**src/rtl/alu_serial.sv**
```systemverilog
// alu_serial: sequential ALU with nibble-serial add/subtract/compare and single-cycle
// logic and shift operations. Results and NVZCH flags are registered and held until the
// next completion.
//
// Ports:
//   clk, rst_n         clock, synchronous active-low reset
//   start              request strobe, sampled only while idle
//   op                 0 ADC, 1 SBC, 2 AND, 3 OR, 4 XOR, 5 ASL, 6 LSR, 7 ROL, 8 ROR, 9 CMP
//   a, mem             accumulator and memory operands
//   target_bus         shift source select (0 = a, 1 = mem)
//   carry_in           ADC/SBC carry, ROL/ROR fill bit
//   decimal            BCD mode for ADC/SBC
//   busy               arithmetic operation in progress
//   done               one-cycle completion pulse
//   result             registered result
//   overflow, carry, half_carry, zero, negative   registered flags
//
// WIDTH must be a multiple of 4 and at least 8; WIDTH/4 must be divisible by NIB_PER_CYC.
module alu_serial #(
    parameter int unsigned WIDTH       = 8,
    parameter int unsigned NIB_PER_CYC = 1
) (
    input  logic             clk,
    input  logic             rst_n,
    input  logic             start,
    input  logic [3:0]       op,
    input  logic [WIDTH-1:0] a,
    input  logic [WIDTH-1:0] mem,
    input  logic             target_bus,
    input  logic             carry_in,
    input  logic             decimal,
    output logic             busy,
    output logic             done,
    output logic [WIDTH-1:0] result,
    output logic             overflow,
    output logic             carry,
    output logic             half_carry,
    output logic             zero,
    output logic             negative
);

    localparam int unsigned GW = 4 * NIB_PER_CYC;        // bits per arithmetic cycle
    localparam int unsigned K  = WIDTH / GW;             // arithmetic cycle count
    localparam int unsigned CW = (K > 1) ? $clog2(K) : 1;

    localparam logic [3:0] OpAdc = 4'd0;
    localparam logic [3:0] OpSbc = 4'd1;
    localparam logic [3:0] OpAnd = 4'd2;
    localparam logic [3:0] OpOr  = 4'd3;
    localparam logic [3:0] OpXor = 4'd4;
    localparam logic [3:0] OpAsl = 4'd5;
    localparam logic [3:0] OpLsr = 4'd6;
    localparam logic [3:0] OpRol = 4'd7;
    localparam logic [3:0] OpRor = 4'd8;
    localparam logic [3:0] OpCmp = 4'd9;

    typedef enum logic [0:0] {StIdle, StRun} state_e;

    state_e           state_q, state_d;
    logic [WIDTH-1:0] opa_q, opa_d;      // remaining a nibbles, consumed LSB first
    logic [WIDTH-1:0] opm_q, opm_d;      // remaining mem nibbles, pre-inverted for subtract
    logic [WIDTH-1:0] sum_q, sum_d;      // result nibbles shifted in from the top
    logic [CW-1:0]    cnt_q, cnt_d;
    logic             cy_q, cy_d;        // running carry between groups
    logic             dec_q, dec_d;
    logic             sub_q, sub_d;
    logic             ven_q, ven_d;      // overflow reported (ADC/SBC only)
    logic             hc_q, hc_d;        // nibble-0 carry captured in group 0

    logic [WIDTH-1:0] res_q, res_d;
    logic             done_q, done_d;
    logic             v_q, v_d;
    logic             c_q, c_d;
    logic             h_q, h_d;
    logic             z_q, z_d;
    logic             n_q, n_d;

    // One group of nibbles through the adder with optional BCD adjust.
    logic [GW-1:0]    grp_res;
    logic             grp_cout;
    logic             grp_h;
    logic             grp_bin_msb;
    logic             grp_a_msb;
    logic             grp_m_msb;
    logic             chain_c;
    logic [3:0]       nib_a;
    logic [3:0]       nib_m;
    logic [4:0]       s_bin;
    logic [4:0]       s_adj;

    always_comb begin
        chain_c     = cy_q;
        grp_res     = '0;
        grp_h       = 1'b0;
        grp_bin_msb = 1'b0;
        grp_a_msb   = 1'b0;
        grp_m_msb   = 1'b0;
        nib_a       = '0;
        nib_m       = '0;
        s_bin       = '0;
        s_adj       = '0;
        for (int j = 0; j < int'(NIB_PER_CYC); j++) begin
            nib_a = opa_q[4*j +: 4];
            nib_m = opm_q[4*j +: 4];
            s_bin = {1'b0, nib_a} + {1'b0, nib_m} + {4'b0, chain_c};
            s_adj = s_bin;
            if (dec_q && !sub_q) begin
                if (s_bin > 5'd9) begin
                    s_adj   = s_bin + 5'd6;
                    chain_c = 1'b1;
                end else begin
                    chain_c = 1'b0;
                end
            end else begin
                chain_c = s_bin[4];
                // BCD subtract: a nibble that borrowed wraps by 16, pull it back into 0..9
                if (dec_q && !s_bin[4]) begin
                    s_adj = s_bin - 5'd6;
                end
            end
            grp_res[4*j +: 4] = s_adj[3:0];
            if (j == 0) begin
                grp_h = chain_c;
            end
            if (j == int'(NIB_PER_CYC) - 1) begin
                grp_bin_msb = s_bin[3];
                grp_a_msb   = nib_a[3];
                grp_m_msb   = nib_m[3];
            end
        end
        grp_cout = chain_c;
    end

    // Single-cycle operations straight from the inputs.
    logic [WIDTH-1:0] src;
    logic [WIDTH-1:0] imm_res;
    logic             imm_c;

    always_comb begin
        src     = target_bus ? mem : a;
        imm_res = '0;
        imm_c   = 1'b0;
        case (op)
            OpAnd: imm_res = a & mem;
            OpOr:  imm_res = a | mem;
            OpXor: imm_res = a ^ mem;
            OpAsl: begin
                imm_res = {src[WIDTH-2:0], 1'b0};
                imm_c   = src[WIDTH-1];
            end
            OpLsr: begin
                imm_res = {1'b0, src[WIDTH-1:1]};
                imm_c   = src[0];
            end
            OpRol: begin
                imm_res = {src[WIDTH-2:0], carry_in};
                imm_c   = src[WIDTH-1];
            end
            OpRor: begin
                imm_res = {carry_in, src[WIDTH-1:1]};
                imm_c   = src[0];
            end
            default: begin
                imm_res = '0;
                imm_c   = 1'b0;
            end
        endcase
    end

    logic [WIDTH-1:0] sum_next;
    assign sum_next = (sum_q >> GW) | (WIDTH'(grp_res) << (WIDTH - GW));

    always_comb begin
        state_d = state_q;
        opa_d   = opa_q;
        opm_d   = opm_q;
        sum_d   = sum_q;
        cnt_d   = cnt_q;
        cy_d    = cy_q;
        dec_d   = dec_q;
        sub_d   = sub_q;
        ven_d   = ven_q;
        hc_d    = hc_q;
        res_d   = res_q;
        done_d  = 1'b0;
        v_d     = v_q;
        c_d     = c_q;
        h_d     = h_q;
        z_d     = z_q;
        n_d     = n_q;
        busy    = (state_q == StRun);

        case (state_q)
            StIdle: begin
                if (start) begin
                    if (op == OpAdc || op == OpSbc || op == OpCmp) begin
                        state_d = StRun;
                        cnt_d   = '0;
                        sum_d   = '0;
                        opa_d   = a;
                        sub_d   = (op != OpAdc);
                        opm_d   = (op != OpAdc) ? ~mem : mem;
                        cy_d    = (op == OpCmp) ? 1'b1 : carry_in;
                        dec_d   = (op != OpCmp) && decimal;
                        ven_d   = (op != OpCmp);
                    end else begin
                        res_d  = imm_res;
                        c_d    = imm_c;
                        v_d    = 1'b0;
                        h_d    = 1'b0;
                        n_d    = imm_res[WIDTH-1];
                        z_d    = (imm_res == '0);
                        done_d = 1'b1;
                    end
                end
            end
            StRun: begin
                opa_d = opa_q >> GW;
                opm_d = opm_q >> GW;
                cy_d  = grp_cout;
                sum_d = sum_next;
                cnt_d = cnt_q + CW'(1);
                if (cnt_q == '0) begin
                    hc_d = grp_h;
                end
                if (cnt_q == CW'(K - 1)) begin
                    state_d = StIdle;
                    done_d  = 1'b1;
                    res_d   = sum_next;
                    c_d     = grp_cout;
                    h_d     = (cnt_q == '0) ? grp_h : hc_q;
                    // Signed overflow from the unadjusted top-nibble sum
                    v_d     = ven_q && (grp_a_msb == grp_m_msb) && (grp_bin_msb != grp_a_msb);
                    n_d     = sum_next[WIDTH-1];
                    z_d     = (sum_next == '0);
                end
            end
            default: state_d = StIdle;
        endcase
    end

    always_ff @(posedge clk) begin
        if (!rst_n) begin
            state_q <= StIdle;
            opa_q   <= '0;
            opm_q   <= '0;
            sum_q   <= '0;
            cnt_q   <= '0;
            cy_q    <= 1'b0;
            dec_q   <= 1'b0;
            sub_q   <= 1'b0;
            ven_q   <= 1'b0;
            hc_q    <= 1'b0;
            res_q   <= '0;
            done_q  <= 1'b0;
            v_q     <= 1'b0;
            c_q     <= 1'b0;
            h_q     <= 1'b0;
            z_q     <= 1'b0;
            n_q     <= 1'b0;
        end else begin
            state_q <= state_d;
            opa_q   <= opa_d;
            opm_q   <= opm_d;
            sum_q   <= sum_d;
            cnt_q   <= cnt_d;
            cy_q    <= cy_d;
            dec_q   <= dec_d;
            sub_q   <= sub_d;
            ven_q   <= ven_d;
            hc_q    <= hc_d;
            res_q   <= res_d;
            done_q  <= done_d;
            v_q     <= v_d;
            c_q     <= c_d;
            h_q     <= h_d;
            z_q     <= z_d;
            n_q     <= n_d;
        end
    end

    assign done       = done_q;
    assign result     = res_q;
    assign overflow   = v_q;
    assign carry      = c_q;
    assign half_carry = h_q;
    assign zero       = z_q;
    assign negative   = n_q;

endmodule

```
**config.mk**
```make
export PLATFORM = sky130hd
export DESIGN_NAME = alu_serial
export DESIGN_NICKNAME = d
export VERILOG_FILES = /design/src/rtl/alu_serial.sv
export SDC_FILE = /design/constraint.sdc
export NUM_CORES = 1
export LEC_CHECK = 0
export ABC_AREA = 0
export BUFFER_PORTS_ARGS = -buffer_cell sky130_fd_sc_hd__buf_4
export CAP_MARGIN = 40
export CORE_ASPECT_RATIO = 1.1
export CORE_MARGIN = 8
export CORE_UTILIZATION = 45
export CTS_CLUSTER_SIZE = 14
export DETAILED_ROUTE_END_ITERATION = 6
export PLACE_DENSITY = 0.65
export SLEW_MARGIN = 20
export SYNTH_ARGS = -nofsm -noshare
export SYNTH_HDL_FRONTEND = slang
export SYNTH_SLANG_ARGS = --single-unit
```
**constraint.sdc**
```tcl
create_clock -name clk -period 4.6 [get_ports clk]
set_clock_uncertainty 0.2 [all_clocks]
set_input_delay 0.69 -clock clk [delete_from_list [all_inputs] [get_ports clk]]
set_output_delay 0.69 -clock clk [all_outputs]
set_load 0.01 [all_outputs]
```
==> impl_results.md, run 1 <==
- Status: completed
- Largest net degree at the start of global routing: 32
- Worst VDD drop: 207 uV
- Max-cap violations: 0
- RSZ-0062 raised after global routing: false
- Layout area overhead: 15.2%
- Inserted Clock Buffers: 5
- Layout cells sized above 1: 0.171
- Dpl cells: between 400 and 500
- Sequential fraction of the synthesis area: 0.282
- Worst Path Arrival: between 3000 and 4000 ps
- Critical path startpoint category: flop
- Pwr Density: 246 nW/um2
- Total global routing overflow: 0
- CTS tree: yes
- Initial antenna violation count: 0
- Synth cell types: between 50 and 60
- Reg clk slew, reported paths: ~80 ps
- Final Setup Violations: 0
- Post-placement setup slack: 1330 ps
- Deepest clock path buffer count: 2
- Setup CP Type: flop to flop
- Worst hold path type: flop to flop
- Die ar.: approximately 9100 um2
- Core area: 6120 um2
- Cts repair resizes: 0
- Die height: 99.3 um
- Largest fanout on the critical path: 5
- P_leak: approximately 1.4 nW
- Post-synth top flop: dfxtp_1
- Port Buffers: 40
- Share of the synthesized area in the top cell type: 0.282
- Worst skew pair latency: 280 ps
- First-pass GRT wire length: between 10000 and 15000 um
- Synth Register Bits: 40
- N_diodes: 0
- Multi-input logic area: approximately 1800 um2
- Mean Syn Cell Area: about 8 um2
- I/O pin count: between 40 and 50
- Fill cells: roughly 590
- Antenna-violating nets left: 0
- Global placer's final weighted congestion: around 0.90
- Period utilization: 0.734
- Die W: a little over 90 um
- Final Net Count: approximately 430
- Crit path required time: between 4000 and 5000 ps
- Max Slew Vio Count: 0
- Initial Utilization: 0.463
- TNS Setup: 0 ps
- DRT Pass-1 Iters: 4
- Final Util: 0.534
- # DRC: 0
- Fmax: a little under 300 MHz
- Per-cell routed wire length: between 15 and 20 um
- Yosys warning total: 0
- Number of flops mapped to enable cells by yosys: 0
- Vias per cell: ~5.5
- Worst Max-Slew Pin Slew: between 700 and 800 ps
- Post-Syn Instances: 353
- FP Rows: 30
- Total global-route track usage: 0.169
- Drt total wl: 7580 um
- Number of DRC markers in iteration 0: 160
- CTS H-tree depth: 2
- Crit. End Element: flop
- Rel. slew slack: 0.484
- Register area: 801 um2
- Top post-synthesis cells by area: dfxtp_1 (28%), ha_1 (9.3%), nor2_1 (8.2%)
- Post-Layout Cell Count: around 460
- Hold Vio Cnt, Final: 0
- TritonCTS Sinks: 40
- Total number of vias: 2556
- Mapped Area: around 2800 um2
- Ys async rst share: 0
- Worst setup margin: approximately 1200 ps
- Setup bufs post-CTS: 0
- Cell taking the most area after synthesis: dfxtp_1
- Root Driver: clkbuf_8
- Final worst path period need: roughly 3400 ps
- Cell with the most instances after synthesis: nor2_1
- Hold buffer count at cts: 0
- DP HPWL: just under 6000 um
- Post-synth top cells: nor2_1 (62), dfxtp_1 (40), inv_1 (27), a21oi_1 (24), ha_1 (21)
- Vias in the first global route: about 2500
- Syn_nets: between 400 and 500
[critical path: stages, from the launching register on]
cell       delay, ps
dfxtp_1          330
fa_1             470
fa_1             440
xor2_2           280
inv_2             80
ha_1             230
nor2b_1          180
o31ai_2          260
mux2_2           370
o2111ai_1        290
a21oi_1          110
[cell type report]
cell class | count | share of cell area
clock buffers | 5 | 0.0211
inverters | 28 | 0.0322
multi-input cells | 264 | 0.564
flip-flops and latches | 40 | 0.245
well taps | 80 | 0.0307
repair buffers | 44 | 0.107
[metal layers]
layer	wire [um]	track usage
met1	3640	0.226
met5	0	0
met3	254	0.0286
met2	3650	0.276
met4	27	0.0328
[power breakdown]
| part | leakage [nW] | switching, W | total [W] | internal, W |
|---|---|---|---|---|
| Combinational | 1.08 | 0.000128 | 0.000223 | 0.0000947 |
| Sequential | 0.325 | 0.0000128 | 0.000375 | 0.000362 |
| Clock | 0.0359 | 0.000108 | 0.000206 | 0.0000978 |
| Total | 1.44 | 0.000249 | 0.000804 | 0.000555 |
[sequential cells by signal, indices dropped and copies added, names as in the netlist, 4 cells and up]
name / count
opm_q: 8
sum_q: 4
result: 8
opa_q: 8
[cells in the final DEF (no fill, tap or decap), drive strengths merged, types with 7 or more instances in the layout]
master  netlist  layout
nor2         62      62
nand2        17      17
mux2i        14      14
ha           21      21
o21ai        12      12
dfxtp        40      40
nand3         8       8
buf           9      44
a22oi         7       7
inv          28      28
a21oi        25      25
a211oi       14      14
xnor2         8       8
[per-stage QoR]
stage	hold slack, ps	total power, W	cell area (um2)
after CTS	260	0.000810	3270
final	257	0.000804	3270
after global placement	244	0.000600	3170
after detailed placement	250	0.000604	3200
after floorplan	244	0.000530	2840
after global routing	286	0.000853	3270
[cell families (layout without fill, tap and decap cells)]
logic type / Yosys count / after routing / share of synthesized area
compound gates: 98 / 98 / 0.248
xor+xnor: 10 / 10 / 0.0335
fa+ha+maj: 23 / 23 / 0.107
buf+inv: 49 / 77 / 0.0706
flops: 40 / 40 / 0.282
mux: 15 / 15 / 0.0534
simple gates: 118 / 118 / 0.205
[final timing paths]
check	from	end	slack (ps)	depth (start not counted)
setup / recovery	opa_q[0]	sum_q[6]	1220	10
hold / removal	result[0]	result[0]	260	2
setup reg to reg	opa_q[0]	sum_q[6]	1220	10
hold reg to reg	result[0]	result[0]	260	2
(Power assumes the default switching activity.)
==> run 2: changes to the inputs <==
--- a/config.mk
+++ b/config.mk
@@ -13,7 +13,7 @@
 export CORE_UTILIZATION = 45
 export CTS_CLUSTER_SIZE = 14
 export DETAILED_ROUTE_END_ITERATION = 6
-export PLACE_DENSITY = 0.65
+export PLACE_DENSITY = 0.68
 export SLEW_MARGIN = 20
 export SYNTH_ARGS = -nofsm -noshare
 export SYNTH_HDL_FRONTEND = slang
==> constraint.sdc (replaced) <==
create_clock -name clk -period 2.9 [get_ports clk]
set_clock_uncertainty 0.2 [all_clocks]
set_input_delay 0.435 -clock clk [delete_from_list [all_inputs] [get_ports clk]]
set_output_delay 0.435 -clock clk [all_outputs]
set_load 0.01 [all_outputs]
==> run 2 against run 1 <==
Fmax up 17%. Routed wire length rose by 7.1%. Non-clock buffer count up 15. Sequential power rose by 59%. First-iteration DRC count down 4.4%. Total power up 76%. Combinational power up 91%. Clock-buffer cell count up 1.
==> impl_results.md, run 2 (synthesized netlist as in run 1, its figures left out) <==
- Root Driver: clkbuf_8
- CTS H-tree depth: 2
- N_diodes: 0
- Multi-input logic area: 1960 um2
- Number of DRC markers in iteration 0: roughly 150
- Final Setup Violations: 0
- Fin area: ~3500 um2
- First-pass GRT wire length: about 13000 um
- Layout cells sized above 1: 0.238
- Top delay family on crit path: adder cells
- Max-cap violations: 0
- Total global-route track usage: 0.180
- Max Slew Vio Count: 0
- Most frequent cells in the layout: nor2_1 (62), buf_4 (59), dfxtp_1 (38), inv_1 (27), a21oi_1 (22)
- Final Net Count: between 400 and 500
- Worst Max-Slew Pin Slew: 665 ps
- Global placer's final weighted congestion: slightly above 0.9
- Crit. End Element: flop
- Post-placement setup slack: -114 ps
- Setup CP Type: flop to flop
- Crit path from: cy_q
- Worst reg2reg endpoint: zero
- Hold buffer count at cts: 0
- Final worst path period need: 2890 ps
- Status: completed
- Pwr Density: 403 nW/um2
- Largest net degree at the start of global routing: 36
- DRT Pass-1 Iters: 4
- Total global routing overflow: 0
- Worst hold path type: input pin to flop
- R2R cell count: 10
- # DRC: 0
- Reg clk slew, reported paths: approximately 80 ps
- Initial Utilization: 0.463
- Hold Vio Cnt, Final: 0
- Per-cell routed wire length: 16.9 um
- Worst VDD drop: 408 uV
- Placed Instance Area: 3320 um2
- R2r startpoint: cy_q
- Period utilization: 0.997
- Largest fanout on the critical path: 3
- CP cell instances: fa_2 -> fa_2 -> xor2_4 -> inv_2 -> ha_4 -> nor2b_4 -> o31ai_4 -> mux2_4 -> o211ai_1 -> a41o_1
- Crit path required time: 2950 ps
- Die W: between 90 and 100 um
- Worst Path Arrival: 2940 ps
- Drt total wl: slightly above 8000 um
- Core area: just over 6000 um2
- Register area: between 800 and 900 um2
- RSZ-0062 raised after global routing: true
- FP Rows: 30
- Fmax: roughly 350 MHz
- CTS tree: yes
- Worst skew pair latency: 300 ps
- Crit-path slowest cell: fa_2
- Vias per cell: 5.56
- CP dominant cell by count: fa_2
- Worst hold slack: about 170 ps
- Rel. slew slack: 0.555
- Deepest clock path buffer count: 2
- Critical path startpoint category: flop
- Layout area overhead: 23.5%
- DP HPWL: 6120 um
- Die height: 99.3 um
- Inserted Clock Buffers: 5
- Max incr delay on CP: 420 ps
- P_leak: 1.54 nW
- Die ar.: 9100 um2
- Port Buffers: 40
- Vias in the first global route: 2675
- Most common cell after layout, fill and taps aside: nor2_1
- Worst setup margin: approximately 7.4 ps
- Fill cells: 590
- Critical path depth: 10
- Antenna-violating nets left: 0
- TritonCTS Sinks: 40
- Final Util: 0.572
- Initial antenna violation count: 0
- Reg2Reg Setup Slack: roughly 7.4 ps
- I/O pin count: 41
- Total number of vias: ~2700
- WP buf/inv: 1
- Crit path to: zero
## run 2: cell count changes in the layout (fill, tap and decap cells not counted), moves of 2 or more
cell	change
dfxtp_1	-2
a311oi_1	-2
a21oi_2	+2
clkinv_2	+2
dfxtp_2	+2
buf_4	+16
a311oi_2	+2
a21oi_1	-2
fa_2	+2
fa_1	-2
## run 2: layout make-up
cell class                 instances  share of cell area
multi-input combinational        264               0.559
timing repair buffer              59               0.126
inverter                          28              0.0300
clock inverter                     2             0.00286
sequential                        40               0.229
tap                               80              0.0286
clock buffer                       6              0.0236
## run 2: repair_timing
item | 4_1_cts | 5_1_grt
resized for setup | 3 | 11
setup buffers | 1 | 0
pin swaps | 6 | 9
setup endpoints to repair | 5 | 8
endpoints found under the hold margin | 0 | 0
## run 2: how the worst min path moves through the flow
stage                     startpoint        to  slack, ps  cells past startpoint
after floorplan             sum_q[6]  sum_q[6]        240                      2
after global placement         carry     carry        250                      2
after detailed placement       carry     carry        250                      2
after CTS                    decimal     dec_q        170                      3
after global routing         decimal     dec_q        180                      3
final                        decimal     dec_q        170                      3
## run 2: layer usage
layer	track usage	up-vias	part of all wire
met1	0.228	1245	0.46
li1	-	1347	-
met2	0.303	57	0.49
met4	0.0492	0	0.015
met5	0	-	0
met3	0.0317	12	0.031
## run 2: stage by stage
step	total power [W]	setup TNS [ps]	std cells
final	0.00141	0	479
after global placement	0.000996	-38.5	470
after CTS	0.00138	-15.1	479
after global routing	0.00148	-529	479
after detailed placement	0.000999	-370	470
after floorplan	0.000855	-50.2	353
## run 2: worst register-to-register path, delay by kind of cell, from the launching register on
kind / cells / cell delay [ps]
buf+inv: 1 / 70
xor+xnor: 1 / 180
fa+ha+maj: 3 / 990
flops: 1 / 340
simple gates: 1 / 140
compound gates: 3 / 570
mux: 1 / 350
## run 2: power breakdown
part           total, W  switching (W)  internal [W]
combinational  0.000425       0.000235      0.000191
sequential     0.000598      0.0000233      0.000575
clock          0.000387       0.000198      0.000190
total           0.00141       0.000455      0.000955
